`src/rtl/ram_stream_reader.sv`:
```
// Burst reader: issues sequential addresses to a two-stage registered RAM
// and presents the returned words as a valid/ready stream with tlast.
module ram_stream_reader #(
   parameter int DWIDTH = 18,
   parameter int AWIDTH = 10,
   parameter int DEPTH  = 2**AWIDTH
) (
   input  logic              clk,
   input  logic              rst,
   input  logic              start,
   input  logic [AWIDTH-1:0] base_addr,
   input  logic [AWIDTH:0]   count,
   output logic              busy,
   output logic              done,
   output logic              mem_en,
   output logic              mem_enq,
   output logic              mem_we,
   output logic [AWIDTH-1:0] mem_addr,
   output logic [DWIDTH-1:0] mem_wdata,
   input  logic [DWIDTH-1:0] mem_rdq,
   output logic [DWIDTH-1:0] m_tdata,
   output logic              m_tvalid,
   input  logic              m_tready,
   output logic              m_tlast
);

   typedef enum logic [1:0] {
      IDLE  = 2'd0,
      RUN   = 2'd1,
      DRAIN = 2'd2
   } state_t;

   localparam logic [AWIDTH-1:0] ADDR_MAX = AWIDTH'(DEPTH - 1);
   localparam logic [AWIDTH:0]   REM_ONE  = (AWIDTH+1)'(1);

   state_t              state_q;
   logic [AWIDTH-1:0]   addr_q, addr_d;
   logic [AWIDTH:0]     remaining_q, remaining_d;
   logic                v1_q, v2_q, l1_q, l2_q;
   logic                done_q;
   logic                advance;
   logic                issue;
   logic                last_issue;

   // Pipeline advance, memory enables and issue qualification
   always_comb begin
      advance    = !v2_q || m_tready;
      busy       = (state_q != IDLE);
      mem_en     = advance && busy;
      mem_enq    = mem_en;
      issue      = mem_en && (state_q == RUN);
      last_issue = issue && (remaining_q == REM_ONE);
   end

   // Next address (wraps at DEPTH-1) and remaining-word count
   always_comb begin
      addr_d      = (addr_q == ADDR_MAX) ? '0 : addr_q + 1'b1;
      remaining_d = remaining_q - 1'b1;
   end

   // Control FSM plus valid/last tracking of the two memory stages
   always_ff @(posedge clk) begin
      if (rst) begin
         state_q     <= IDLE;
         addr_q      <= '0;
         remaining_q <= '0;
         v1_q        <= 1'b0;
         v2_q        <= 1'b0;
         l1_q        <= 1'b0;
         l2_q        <= 1'b0;
         done_q      <= 1'b0;
      end else begin
         done_q <= 1'b0;
         // Valid/last bits move only when the memory stages load, so they
         // stay aligned with the data held in the RAM output registers.
         if (mem_en) begin
            v1_q <= issue;
            l1_q <= last_issue;
            v2_q <= v1_q;
            l2_q <= l1_q;
         end
         case (state_q)
            IDLE: begin
               if (start) begin
                  if (count != '0) begin
                     state_q     <= RUN;
                     addr_q      <= base_addr;
                     remaining_q <= count;
                  end else begin
                     done_q <= 1'b1;
                  end
               end
            end
            RUN: begin
               if (issue) begin
                  addr_q      <= addr_d;
                  remaining_q <= remaining_d;
                  if (last_issue) state_q <= DRAIN;
               end
            end
            DRAIN: begin
               if (v2_q && l2_q && m_tready) begin
                  state_q <= IDLE;
                  done_q  <= 1'b1;
               end
            end
            default: state_q <= IDLE;
         endcase
      end
   end

   // Output mapping
   always_comb begin
      done      = done_q;
      mem_we    = 1'b0;
      mem_wdata = '0;
      mem_addr  = addr_q;
      m_tdata   = mem_rdq;
      m_tvalid  = v2_q;
      m_tlast   = v2_q && l2_q;
   end

endmodule

```
`config.mk`:
```
export PLATFORM = sky130hd
export DESIGN_NAME = ram_stream_reader
export DESIGN_NICKNAME = d
export VERILOG_FILES = /design/src/rtl/ram_stream_reader.sv
export SDC_FILE = /design/constraint.sdc
export NUM_CORES = 1
export LEC_CHECK = 0
export BUFFER_PORTS_ARGS = -buffer_cell sky130_fd_sc_hd__buf_2
export CORE_UTILIZATION = 48
export CTS_CLUSTER_DIAMETER = 30
export DETAILED_ROUTE_END_ITERATION = 8
export PLACE_DENSITY = 0.82
export SLEW_MARGIN = 5
export SYNTH_ARGS = -nofsm -noshare
export SYNTH_HDL_FRONTEND = slang
export SYNTH_SLANG_ARGS = --single-unit
```
`constraint.sdc`:
```
create_clock -name clk -period 2.1 [get_ports clk]
set_clock_uncertainty 0.1 [all_clocks]
set_input_delay 0.105 -clock clk [delete_from_list [all_inputs] [get_ports clk]]
set_output_delay 0.105 -clock clk [all_outputs]
set_load 0.01 [all_outputs]
```
==> impl_metrics.yaml <==
run_status:
  run_status: "complete, no violations"
synth:
  yosys-top-cells-area: "dfxtp_1 26%, buf_4 13%, a21oi_1 3.8%"
  netlist.top_cell.by_area: "dfxtp_1"
  ys_ff_latch: 28
  synthMostInstantiatedCell: "buf_4"
  post_synth_most_frequent_cells: "38 x buf_4, 28 x dfxtp_1, 16 x a21oi_1, 16 x nor2_1, 12 x nand2_1"
  post_synth_inst_count: 250
  synth-edff-count: 0
  ys.flop_type: "dfxtp_1"
  synth_sequential_area_ratio_pct: 26.3
  synth.lib_cells_used.distinct: 55
  synth_async_sr_flop_share_pct: 0
  synth.top_cell.area_share_pct: 26.3
  synthesis.area_mm2: 0.00213
  ys.warnings.count: 0
  synth_area_per_cell_um2: 8.53
timing:
  timing.fmax_mhz: 529
  worst_hold_slack_ns: 0.0391
  slew_headroom_pct: 63.9
  period_minus_slack_ns: 1.89
  setup_repair_after_global_routing_missed_its_margin: "no"
  hold_viol_final: 0
  measured_slew_at_the_worst_slew_check_pin_ns: 0.541
  drv_slew: 0
  fin_tns_setup_ns: 0
  post-route-period-util_pct: 89.9
  setup_viol_count_final: 0
pwr:
  power_density_mw_per_mm2: 772
  worst_ir_drop_vdd_uv: 582
  power.leakage_nw: 0.949
clock_tree:
  clkSinkCount: 28
  worstSkewPairLatency_ns: 0.29
  clock_tree_from_tritoncts: "yes"
  cts_max_level: 1
  cts_made_buffers: 3
  clock_tree.root_cell: "clkbuf_8"
  clockBufferDepth: 2
  cts_setup_buffers: 0
  clk_pin_slew_worst_paths_ns: 0.10
route:
  dr_total_vias: 1947
  drt_pass1_iterations: 4
  routed_via_count_divided_by_cell_count: 6.14
  drcViolationCount: 0
  wl_mm: 4.97
  final_antenna_net_count: 0
  wl_per_cell_um: 15.7
  drtIter0Drc: 153
hold_path:
  hp-class: "in2reg"
die:
  rows: 23
  die_w_um: 68.7
  effective_utilization_at_floorplan_pct: 51.5
  io-pin-count: 96
  core_area_mm2: 0.00414
  die_height_um: 68.7
  dieArea_mm2: 0.00471
worst_setup_path:
  critPathTopFamily: "compound AO/OA/AOI/OAI gates"
  startpoint_type: "flip-flop"
  crit_buf_inv: 0
  worst-setup-path-type: "reg2reg"
  timing.critical_path.slowest_stage_cell: "a31oi_1"
  worst_path_largest_cell_delay_ns: 0.39
  timing.critical_path.to_type: "flip-flop"
  required_ns: 2.20
  largest_driver_fanout_on_the_critical_path: 5
  cp_cell_sequence: "ha_1 -> and4_1 -> a31oi_1 -> a22oi_1 -> a211oi_1"
  critPathArrivalTime_ns: 1.99
final_layout:
  area.growth.synth_to_final_pct: 3.75
  fillCellCount: 415
  fin_nets: 314
  fin_cells: 317
  final_layout_size_suffix_gt1_share_pct: 24.7
  antenna-diode-count: 0
global_route:
  grt_first_pass_wirelength_mm: 8.08
  largest_net_degree_at_the_start_of_global_routing: 45
  grt_pass1_vias: 1687
  gr-usage-all-layers_pct: 22.9
  grt_remaining_overflow: 0
  antenna_found_initial: 0
place:
  place.detailed.hpwl_mm: 3.49
  dp_cells: 311
  numPortBuffers: 40
  place.gp.congestion: 0.833
run:
  cap_viol_max_count: 0
==> through the flow <==
step	area, um^2	setup WS (ns)	utilization [%]	power, mW
finish	2210	0.211	53.4	1.71
global route	2210	0.125	53.4	1.81
CTS	2210	0.226	53.4	1.70
detailed placement	2120	0.259	51.2	1.27
global placement	2120	0.297	51.2	1.26
floorplan	2200	0.448	-	1.18
==> registers in the layout (all words and copies together), names as in the netlist <==
signal,count
done,1
l1_q,1
l2_q,1
m_tvalid,1
mem_addr,10
remaining_q,11
state_q,2
v1_q,1
==> placed cells by master (no fill, tap or decap), drive strengths merged, types with 6 or more instances in the layout <==
cell / n
dfxtp: 28
a21oi: 16
nor2: 18
nor3: 6
a211oi: 7
buf: 46
o31ai: 9
o311ai: 10
inv: 9
conb: 19
nand3: 7
nand2: 13
==> cell type report <==
class                   count  area, um^2  area share (%)
well taps                  50        62.6            2.83
inverters                   9        33.8            1.53
multi-input cells         178        1210            54.6
flip-flops and latches     28         561            25.3
clock inverters             1        30.0            1.36
clock buffers               3        41.3            1.87
repair buffers             48         278            12.5
==> tightest hold or removal path, cell delays in order <==
cell,delay (ns)
buf_2,0.12
nand3_1,0.09
a211oi_2,0.06
==> report_power, final <==
group	total, mW	internal (mW)	switching, mW
Sequential	0.689	0.598	0.0911
Clock	0.438	0.256	0.182
Combinational	0.582	0.237	0.345
Total	1.71	1.09	0.619
==> per-layer routing <==
layer,track usage [%],vias up,share of wire (%)
met5,0,-,0
met4,7.55,0,1.1
met3,3.78,7,7.2
met2,36.3,85,47
met1,31.4,925,45
li1,-,930,-
==> final timing paths <==
kind	from	to	slack, ns	cells after the start
max	mem_addr[1]	mem_addr[0]	0.21	5
min reg2reg	l1_q	l2_q	0.36	2
max reg2reg	mem_addr[1]	mem_addr[0]	0.21	5
min	m_tready	done	0.04	3
==> timing repair <==
item                                   4_1_cts  5_1_grt
endpoints found under the hold margin        2        0
gates resized for setup                      0        0
hold buffers                                 2        0
==> kinds of logic after synthesis <==
family | count (synthesis) | synth area share [%]
mux | 1 | 0.469
buf+inv | 62 | 20.3
fa+ha+maj | 3 | 1.76
other cells | 1 | 0.176
compound gates | 79 | 29.6
simple gates | 76 | 21.4
flops | 28 | 26.3
No activity file was read; power rests on OpenSTA's default activity.
